## src/rtl/decim_pkg.sv

```systemverilog
// Shared sample definitions for the filter stage and the decimator.
// Latency: none (types and constants only).
// Backpressure: not applicable.
package decim_pkg;

  localparam int SAMPLE_W = 16;

  typedef logic signed [SAMPLE_W-1:0] sample_t;

endpackage

```

## src/rtl/sample_fifo.sv

```systemverilog
// Synchronous sample buffer with occupancy count and a drop indication.
// Latency: a push is visible at head/not_empty one cycle later.
// Backpressure: a push into a full buffer without a same-edge pop is dropped and flagged.
import decim_pkg::*;

module sample_fifo #(
  parameter int DEPTH = 8
) (
  input  logic                      clk_in,
  input  logic                      rst_n_in,
  input  logic                      push,
  input  logic signed [SAMPLE_W-1:0] push_data,
  input  logic                      pop_req,
  output logic signed [SAMPLE_W-1:0] head,
  output logic                      not_empty,
  output logic [$clog2(DEPTH):0]    count,
  output logic                      dropped
);

  localparam int AW = $clog2(DEPTH);
  localparam int CW = AW + 1;

  sample_t        mem [DEPTH];
  logic [AW-1:0]  wr_ptr;
  logic [AW-1:0]  rd_ptr;
  logic [CW-1:0]  count_q;
  logic           full;
  logic           do_pop;
  logic           do_push;

  // A pop frees a slot on the same edge, so a full buffer still accepts a push then.
  always_comb begin
    full    = (count_q == CW'(DEPTH));
    do_pop  = pop_req && (count_q != '0);
    do_push = push && (!full || do_pop);
    dropped = push && full && !do_pop;
  end

  // Storage, pointers (wrap naturally at power-of-two depth) and occupancy.
  always_ff @(posedge clk_in) begin
    if (!rst_n_in) begin
      for (int i = 0; i < DEPTH; i++) mem[i] <= '0;
      wr_ptr  <= '0;
      rd_ptr  <= '0;
      count_q <= '0;
    end else begin
      if (do_push) begin
        mem[wr_ptr] <= push_data;
        wr_ptr      <= wr_ptr + AW'(1);
      end
      if (do_pop) rd_ptr <= rd_ptr + AW'(1);
      case ({do_push, do_pop})
        2'b10:   count_q <= count_q + CW'(1);
        2'b01:   count_q <= count_q - CW'(1);
        default: count_q <= count_q;
      endcase
    end
  end

  assign head      = mem[rd_ptr];
  assign not_empty = (count_q != '0);
  assign count     = count_q;

endmodule

```

## src/rtl/sample_decimator.sv

```systemverilog
// Keeps one of every DECIM filtered samples (or their floor average when DECIM_AVG_EN is defined) and buffers it.
// Latency: decimated sample appears at data_out/valid_out one cycle after the emit strobe.
// Backpressure: consumer pops with ack_in; a full buffer drops new samples and sets sticky overflow_out.
import decim_pkg::*;

module sample_decimator #(
  parameter int DECIM      = 4,
  parameter int FIFO_DEPTH = 8
) (
  input  logic                          clk_in,
  input  logic                          rst_n_in,
  input  logic                          ready_in,
  input  logic signed [SAMPLE_W-1:0]    signal_in,
  output logic signed [SAMPLE_W-1:0]    data_out,
  output logic                          valid_out,
  input  logic                          ack_in,
  output logic [$clog2(FIFO_DEPTH):0]   count_out,
  output logic                          overflow_out,
  input  logic                          clear_ovf_in
);

  localparam int SH = $clog2(DECIM);
  localparam int PW = (DECIM > 1) ? SH : 1;

  logic [PW-1:0] phase;
  logic          emit;
  sample_t       push_val;
  logic          dropped;

  assign emit = ready_in && (phase == PW'(DECIM - 1));

  // Phase advances once per input sample and wraps at the end of each group.
  always_ff @(posedge clk_in) begin
    if (!rst_n_in) begin
      phase <= '0;
    end else if (ready_in) begin
      phase <= emit ? '0 : phase + PW'(1);
    end
  end

`ifdef DECIM_AVG_EN
  localparam int ACC_W = SAMPLE_W + SH;

  logic signed [ACC_W-1:0] acc;
  logic signed [ACC_W-1:0] sample_ext;
  logic signed [ACC_W-1:0] acc_sum;
  logic signed [ACC_W-1:0] acc_avg;

  // Group sum including the current sample; the shift is arithmetic so the mean floors.
  always_comb begin
    sample_ext = ACC_W'(signal_in);
    acc_sum    = acc + sample_ext;
    acc_avg    = acc_sum >>> SH;
    push_val   = acc_avg[SAMPLE_W-1:0];
  end

  // Accumulate each sample; restart the sum after the group is emitted.
  always_ff @(posedge clk_in) begin
    if (!rst_n_in) begin
      acc <= '0;
    end else if (ready_in) begin
      acc <= emit ? '0 : acc_sum;
    end
  end
`else
  assign push_val = signal_in;
`endif

  sample_fifo #(
    .DEPTH (FIFO_DEPTH)
  ) u_fifo (
    .clk_in    (clk_in),
    .rst_n_in  (rst_n_in),
    .push      (emit),
    .push_data (push_val),
    .pop_req   (ack_in),
    .head      (data_out),
    .not_empty (valid_out),
    .count     (count_out),
    .dropped   (dropped)
  );

  // Sticky overflow; a drop on the same edge as a clear keeps the flag set.
  always_ff @(posedge clk_in) begin
    if (!rst_n_in) begin
      overflow_out <= 1'b0;
    end else if (dropped) begin
      overflow_out <= 1'b1;
    end else if (clear_ovf_in) begin
      overflow_out <= 1'b0;
    end
  end

endmodule

```

## config.mk

```make
export PLATFORM = sky130hd
export DESIGN_NAME = sample_decimator
export DESIGN_NICKNAME = d
export VERILOG_FILES = /design/src/rtl/decim_pkg.sv /design/src/rtl/sample_fifo.sv /design/src/rtl/sample_decimator.sv
export SDC_FILE = /design/constraint.sdc
export NUM_CORES = 1
export LEC_CHECK = 0
export CAP_MARGIN = 5
export CORE_MARGIN = 4
export CORE_UTILIZATION = 58
export DETAILED_ROUTE_END_ITERATION = 10
export GPL_ROUTABILITY_DRIVEN = 0
export PLACE_DENSITY = 0.78
export SYNTH_ARGS = -nofsm -noshare
export SYNTH_HDL_FRONTEND = slang
export SYNTH_SLANG_ARGS = --single-unit
```

## constraint.sdc

```tcl
create_clock -name clk_in -period 5.27 [get_ports clk_in]
set_input_delay 1.581 -clock clk_in [delete_from_list [all_inputs] [get_ports clk_in]]
set_output_delay 1.581 -clock clk_in [all_outputs]
set_load 0.05 [all_outputs]
```

After elaboration in Yosys (flattened, before gate mapping):

Memories as Yosys holds them, arrays and structs flattened. A register that Yosys moved wholly into a read port is not among the register bits.
Cells that the tools add are included.

* $add $sub $neg: 5
* equality and inequality tests: 4
* muxes and demuxes: 13
* reductions and logical operators: 12

Operators with widths (count)
* 16-bit 2-to-1 mux: 1
* 16-bit OR reduction: 1
* 3-bit 2-to-1 mux: 3
* 4-bit one-hot mux with 2 select lines: 1
* 1-bit 2-to-1 mux: 7
* 3-bit by 1-bit adder with 3-bit output (second input constant): 2
* 1-bit logical AND: 5
* 4-bit by 1-bit adder with 4-bit output (second input constant): 1
* 2-bit == test (second input constant): 2
* 4-bit == test (second input constant): 1
* 2-bit nonzero test: 2
* 4-bit nonzero test: 1
* 4-bit by 1-bit subtractor with 4-bit output (second input constant): 1
* 2-bit by 1-bit adder with 2-bit output (second input constant): 1
* 2-bit by 1-bit == test with 1-bit output (second input constant): 1
* 1-bit zero test: 2
* 2-bit 2-to-1 mux: 1
* 1-bit logical OR: 1

* register bits: 13
* bits in writable memories: 128
* bits of input ports: 21
* output and inout bits: 22
* logic and storage cells: 40
* memories: 1

Memory list
* u_fifo.mem: words 8, bits a word 16, read ports 1, clocked after memory_dff 1, wr ports 8, RTL line sample_fifo.sv:23 `sample_t mem [DEPTH];`

Longest topological paths before layout:

* word-level depth: 9
* depth in mapped cells: 11
* depth with buffers taken out: 11

Modules after synthesis:

A second synthesis with hierarchy kept.

* cell total of the unflattened synthesis: 466
* area total of the unflattened synthesis: 6452.4 um^2

Modules (own cells, without submodules)
* sample_fifo: times used 1, cells an instance 454, area an instance 6316.1 um^2, seq. area each 4103.9 um^2
* sample_decimator: times used 1, cells an instance 12, area an instance 136.4 um^2, seq. area each 60.1 um^2

Worst setup path after synthesis:

OpenSTA, ideal clock, no wires.

* path kind: input to register
* from: input port ack_in
* to: memory u_fifo.mem[0][0] (netlist name), enable pin
* library setup time: 0.436 ns
* data arrival time: 3.720 ns
* required time: 4.834 ns
* setup slack: 1.114 ns
* stages on the path: 3
* path buffers: 0
* path through: or2b_1 -> nor2_8 -> o41ai_1

RTL lines
* start, declared: RTL line sample_decimator.sv:16 `input logic ack_in,`
* end, declared: RTL line sample_fifo.sv:23

==> results.md <==
- Result of the run: finished, final reports clean
- Filler cell count in the final layout: around 760
- Clock latency on the worst-skew pair: 0.42 ns
- Total placed instance area: 0.00726 mm²
- Layer with the highest usage: met2
- Die Area: 0.0134 mm²
- Met3 Use GR: 4.39%
- Buffers and inverters on the worst path: 2
- Crit start category: register
- Top cells by count, synth: sky130_fd_sc_hd__edfxtp_1, sky130_fd_sc_hd__and2_1, sky130_fd_sc_hd__and3_1
- Power density cells: about 320 mW/mm²
- Endpoint type of the worst setup path: primary output
- Starting DRT DRC Count: 337
- Largest vdd supply drop: between 0.0002 and 0.00025 V
- Number of I/O pins: between 40 and 50
- TritonCTS clock tree: done
- Ranking of synthesized cells by area: sky130_fd_sc_hd__edfxtp_1, sky130_fd_sc_hd__mux4_2, sky130_fd_sc_hd__and2_1
- Post-DR vias/cell: about 6
- Count of different cell masters after synthesis: 42
- Setup fix buffers added after clock tree synthesis: 0
- Count of hold-fix buffers inserted at cts: 0
- Number of vias after detailed routing: between 3000 and 4000
- Max-cap violations: 0
- Class of the tightest hold or removal check: register to register
- Number of buffers inserted by port buffering: 42
- Yosys warning total: 0
- Yosys top cell area share: 57.2%
- Sequential-to-total area share from yosys stat: 62.0%
- Maximum number of buffers from clock root to sink: 2
- CTS root buf: sky130_fd_sc_hd__clkbuf_16
- Final antenna-violating net count: 0
- Synth Register Bits: around 140
- Largest area contributor in the netlist: sky130_fd_sc_hd__edfxtp_1
- Synth async-reset ratio: 0%
- Initial Utilization: 59.1%
- FF-to-FF Start: u_fifo.count[0]
- Unrepaired setup endpoints after global routing: false
- Total number of clock tree sinks: ~140
- Data arrival time at the worst-slack endpoint: 2.87 ns
- Netlist area before placement: 0.00672 mm²
- Chip height: 116 µm
- Slew @ Worst Pin: 1.16 ns
- Max frequency: approximately 220 MHz
- Slew Limit Fails: 0
- Layout Area Growth over Synthesis: 15.7%
- Largest driver fanout on the critical path: 32
- Count leader, synth: sky130_fd_sc_hd__edfxtp_1
- Area inside the core boundary: 0.0114 mm²
- CP delay by family, top: buffers and inverters
- Mapped Nets: 461
- Met1 Usage GRT: a little under a third
- Half-perimeter wire length of the detailed placement result: 8050 µm
- Inserted Diodes: 0
- Type of the setup path with the least slack: register to primary output
- PnR worst setup slack: 0.821 ns
- Slowest cell on crit path: sky130_fd_sc_hd__clkdlybuf4s50_1
- Ratio of final minimum period to clock period: between 80% and 90%
- DRC viols: 0
- TritonCTS buffer count: 17
- FP Rows: 39
- Wire length per cell after detailed routing: 22.1 µm
- Hold Fails Final Rpt: 0
- Setup TNS: 0 ns
- Number of levels in the clock H-tree: 4
- Cell count after synthesis: 434
- Wire length of the first global-routing pass: 22300 µm
- DIE WIDTH: 116 µm
- Pre-CTS setup slack: 1.13 ns
- Maximum number of pins on one net before global-route repair: 33
- All-layer global routing usage: 23.1%
- Synth Flop Type: sky130_fd_sc_hd__edfxtp_1
- Resized cells post-CTS: 0
- Leak: around 3 nW
- Final std cell area, no fill: 0.00777 mm²
- Final setup vio count: 0
- Drt first pass iters: 4
- Final critical-path required period: 4.45 ns
- Headroom to the max-slew limit: 23.0%
- Met2 track demand over resource: 38.2%
- Via count of the first global-routing pass: slightly above 4000
- Start point of the worst min-delay path: u_fifo.rd_ptr[1]
- Share of post-route cells with drive strength above 1: 21.5%
- Worst Path Required: 3.69 ns
- Number of antenna violations at the first check in global routing: 0
- Post-synthesis average cell area: 15.5 µm²
- GRT Residual Overflow: 0
- Detailed-route wire length: 14000 µm
- Clock slew at reported path FFs: 0.06 ns
- Worst Clk Skew: around 0.0046 ns
- Cell Chain, Critical Path: buf_4 > mux4_2 > mux2_2 > clkdlybuf4s50_1
- Critical path's largest stage delay: 0.73 ns
- Number of nets in the finished design: 503
- Count of flip-flops with a built-in enable after synthesis: 128
## where the power goes
group	total (mW)	leakage (nW)	switching [mW]	internal (mW)
Clock	1.06	0.253	0.423	0.634
Combinational	0.155	1.29	0.0929	0.0618
Sequential	1.29	1.45	0.0111	1.28
## sequential cells by signal, indices dropped and copies added (netlist names), named ones only
| signal | count |
|---|---|
| overflow_out | 1 |
| u_fifo.wr_ptr | 3 |
| phase | 2 |
| u_fifo.mem | 128 |
| u_fifo.count | 4 |
| u_fifo.rd_ptr | 3 |
## stage by stage
| step | hold slack (ns) | std cells | total power, mW | utilization [%] |
|---|---|---|---|---|
| after floorplan | 0.452 | 434 | 1.40 | - |
| after global placement | 0.469 | 600 | 1.46 | 63.9 |
| after detailed placement | 0.482 | 600 | 1.47 | 63.9 |
| after CTS | 0.494 | 632 | 2.51 | 68.4 |
| after global routing | 0.511 | 632 | 2.57 | 68.4 |
| final | 0.495 | 632 | 2.50 | 68.4 |
## layout make-up
cell class | count | area [µm²] | share of cell area (%)
clock buffers | 21 | 440 | 5.67
repair buffers | 54 | 510 | 6.57
clock inverters | 11 | 72.6 | 0.934
well taps | 143 | 179 | 2.30
inverters | 5 | 18.8 | 0.241
flip-flops and latches | 144 | 4170 | 53.6
multi-input cells | 254 | 2390 | 30.7
## cells by family (layout without fill, tap and decap cells)
group / Yosys count / after routing / share of synthesized area, %
AND/OR/NAND/NOR: 171 / 171 / 16.7
XOR/XNOR: 6 / 6 / 0.782
flip-flops: 144 / 144 / 62.0
multiplexers: 53 / 53 / 14.2
adder cells (fa/ha/maj): 6 / 6 / 1.12
buffers and inverters: 36 / 91 / 3.22
AO/OA/AOI/OAI: 18 / 18 / 2.07
## routing by layer
| metal | up-vias | share of wire [%] |
|---|---|---|
| met5 | - | 0 |
| met4 | 0 | 2.1 |
| met3 | 27 | 6.0 |
| met2 | 131 | 50 |
| met1 | 1897 | 42 |
| li1 | 1749 | - |
## cell usage in the layout, fill, tap and decap left out, types with 3 or more instances in the layout
cell type                         synthesis  layout
sky130_fd_sc_hd__buf_4                    0      12
sky130_fd_sc_hd__o41ai_2                  0       4
sky130_fd_sc_hd__clkdlybuf4s50_1          0      42
sky130_fd_sc_hd__clkbuf_1                15       4
sky130_fd_sc_hd__nor4_4                   4       4
sky130_fd_sc_hd__nand3_1                  3       3
sky130_fd_sc_hd__clkinv_1                 0       6
sky130_fd_sc_hd__xor2_1                   5       5
sky130_fd_sc_hd__and3_1                  63      63
sky130_fd_sc_hd__mux2_2                  16      16
sky130_fd_sc_hd__a21oi_1                  3       3
sky130_fd_sc_hd__inv_1                    5       5
sky130_fd_sc_hd__nor2_1                  13      13
sky130_fd_sc_hd__and2_1                  64      64
sky130_fd_sc_hd__clkinv_2                 0       4
sky130_fd_sc_hd__ha_1                     6       6
sky130_fd_sc_hd__o21ai_0                  3       3
sky130_fd_sc_hd__mux2i_1                  5       5
sky130_fd_sc_hd__mux4_2                  32      32
sky130_fd_sc_hd__dfxtp_1                 16      15
sky130_fd_sc_hd__clkbuf_16                0      17
sky130_fd_sc_hd__edfxtp_1               128     128
sky130_fd_sc_hd__nand2_1                  7       7
sky130_fd_sc_hd__o31ai_2                  0       4
## final timing paths
check / to / slack (ns) / cells after the start
hold / removal: register / 0.49 / 2
hold reg to reg: register / 0.49 / 2
setup reg to reg: u_fifo.count[2] / 2.72 / 10
setup / recovery: data_out[0] / 0.82 / 4
## worst reg2reg max path, stage by stage (launching register included)
cell	delay, ns
sky130_fd_sc_hd__dfxtp_1	0.37
sky130_fd_sc_hd__or4_1	0.60
sky130_fd_sc_hd__nand2_1	0.16
sky130_fd_sc_hd__inv_1	0.08
sky130_fd_sc_hd__ha_1	0.25
sky130_fd_sc_hd__xor2_1	0.16
sky130_fd_sc_hd__ha_1	0.18
sky130_fd_sc_hd__a21oi_1	0.14
sky130_fd_sc_hd__xor2_1	0.09
sky130_fd_sc_hd__or3_1	0.31
sky130_fd_sc_hd__a21oi_1	0.14
Note: power is estimated with default switching activity, not from simulation.
==> variant (same flow settings) <==
The option `DECIM_AVG_EN` is turned on by a define.
--- a/src/rtl/sample_decimator.sv
+++ b/src/rtl/sample_decimator.sv
@@ -3,2 +3,4 @@
 // Backpressure: consumer pops with ack_in; a full buffer drops new samples and sets sticky overflow_out.
+`define DECIM_AVG_EN
+
 import decim_pkg::*;
Formal check against the unedited RTL: not equivalent (a bounded check fails within 10 cycles, from zero or initial values and one cycle with rst_n_in low).
==> variant against the original RTL <==
Worst setup slack worse by 110 ps. Design area is 18% higher. Sequential share of layout area is 4.4 points lower. Clock skew is 1.0 ps higher. First-iteration DRC count is 71% higher. Sequential cell count is 18 higher. Wire length is 30% higher. Highest routed layer unchanged. Utilization is 0.52 points higher. Maximum frequency is 2.4% lower. Synthesized area is 18% higher. Via count is 40% higher.
Power is not compared: it rests on default switching activity, and its combinational part moved more than twofold at a synthesized area within 25%.
==> variant: results <==
group,metric,value,unit
global_route,grt_use_total,0.238,
place,dp_hpwl,11500,um
status,status,"completed",
worst_setup_path,start_kind,"flop",
global_route,grt_pass1_wl,28600,um
route,via_per_inst,6.13,
finish,fill_cells,922,
global_route,grt_max_degree,45,
route,drt-wirelength-per-cell,20.9,um
worst_setup_path,reg2reg_from,"phase[0]$_SDFFE_PN0P_",
synth,synth_area_per_cell,12.4,um2
finish,largest_reg_flops,128,
finish,nNetsFinal,726,
place,placedCellCount,838,
synth,synth_area_leaders,"edfxtp_1, mux4_2, dfxtp_1",
worst_setup_path,critPathCapture,"data_out[4]",
worst_setup_path,reg2reg_depth,8,
synth,syn_nets,684,
worst_setup_path,r2r_setup_slack,2370,ps
synth,yosysUniqueCellTypes,56,
worst_setup_path,cp_slowest_cell,"dfxtp_2",
synth,synth_commonest_cells,"nor2_1, edfxtp_1, dfxtp_1, nand2_1",
worst_setup_path,arrival,2980,ps
worst_hold_path,hold_class,"reg2reg",
worst_setup_path,slowest_delay,750,ps
power,ir_worst_vdd,233,uV
finish,regMostFlops,"u_fifo.mem",
finish,drive_above_1_share,0.151,
sta,worst_slew_pin_slew,940,ps
clock_network,clockBufferDepth,2,
worst_setup_path,critPathMaxFanout,17,
clock_network,cts_root_buf,"clkbuf_16",
route,routed-via-count,5330,
sta,skew,5.58,ps
global_route,grt_pass1_vias,5498,
power,p_leak,3.42,nW
clock_network,clkTransAtPathRegs,60,ps
synth,ys_seq_area_frac,0.569,
route,dr.pass1.iters,5,
clock_network,post_cts_resized,0,
route,dr.first_iter.drc_count,575,
worst_setup_path,r2r_end,"u_fifo.mem[7][5]$_SDFFCE_PN0P_",
clock_network,worstSkewPairLatency,420,ps
[variant: cell count changes after synthesis, sizes merged, moves of 9 or more]
| cell | change |
|---|---|
| ha | +16 |
| nand2 | +26 |
| and3 | -61 |
| nor2b | +9 |
| clkbuf | +17 |
| inv | +11 |
| dfxtp | +18 |
| and2 | -46 |
| a21oi | +15 |
| o22ai | +9 |
| a21o | +11 |
| nor2 | +120 |
| buf | -10 |
[variant: worst min path at each step]
stage                              start                   end  depth (start not counted)  slack [ps]
floorplan           acc[12]$_SDFFE_PN0P_  acc[12]$_SDFFE_PN0P_                          2         460
global placement     acc[7]$_SDFFE_PN0P_   acc[7]$_SDFFE_PN0P_                          2         470
detailed placement  acc[13]$_SDFFE_PN0P_  acc[13]$_SDFFE_PN0P_                          2         480
CTS                 acc[13]$_SDFFE_PN0P_  acc[13]$_SDFFE_PN0P_                          2         490
global route         acc[7]$_SDFFE_PN0P_   acc[7]$_SDFFE_PN0P_                          2         520
finish               acc[7]$_SDFFE_PN0P_   acc[7]$_SDFFE_PN0P_                          2         490
[variant: critical path: cells and delay by family, from the launching register on]
family	cells	cell delay (ps)
buffers and inverters	2	980
DFF	1	750
muxes	2	820
[variant: kinds of logic (layout without fill, tap and decap cells)]
group	after synthesis	in the layout	share of synthesized area
AO/OA/AOI/OAI	78	78	0.0743
multiplexers	53	53	0.120
buffers and inverters	54	109	0.0261
AND/OR/NAND/NOR	250	250	0.147
flip-flops	162	162	0.569
adder cells (fa/ha/maj)	24	24	0.0397
XOR/XNOR	18	18	0.0244
[variant: layer usage]
| layer | share of wire | track usage |
|---|---|---|
| met3 | 0.087 | 0.0529 |
| met4 | 0.020 | 0.0893 |
| met1 | 0.38 | 0.293 |
| met2 | 0.52 | 0.413 |
| met5 | 0 | 0 |
[variant: area by class of cell]
| cell class | count | area, um2 | area share |
|---|---|---|---|
| timing repair buffer | 61 | 576 | 0.0626 |
| sequential | 162 | 4530 | 0.492 |
| clock inverter | 6 | 105 | 0.0114 |
| clock buffer | 26 | 490 | 0.0533 |
| tap | 176 | 220 | 0.0239 |
| inverter | 16 | 60.1 | 0.00653 |
| multi-input combinational | 423 | 3220 | 0.350 |
[variant: metrics by stage]
step           setup slack, ps  cell area [um2]  total power [W]
2_1_floorplan             1430             7950          0.00223
3_3_place_gp               865             8600          0.00248
3_5_place_dp               771             8600          0.00251
4_1_cts                    649             9200          0.00374
5_1_grt                    548             9200          0.00389
6_report                   710             9200          0.00374
[variant: where the power goes]
part | internal [W] | total (W) | switching [W]
clock network | 0.000784 | 0.00125 | 0.000466
logic | 0.000390 | 0.000986 | 0.000596
registers | 0.00145 | 0.00150 | 0.0000564
total | 0.00262 | 0.00374 | 0.00112
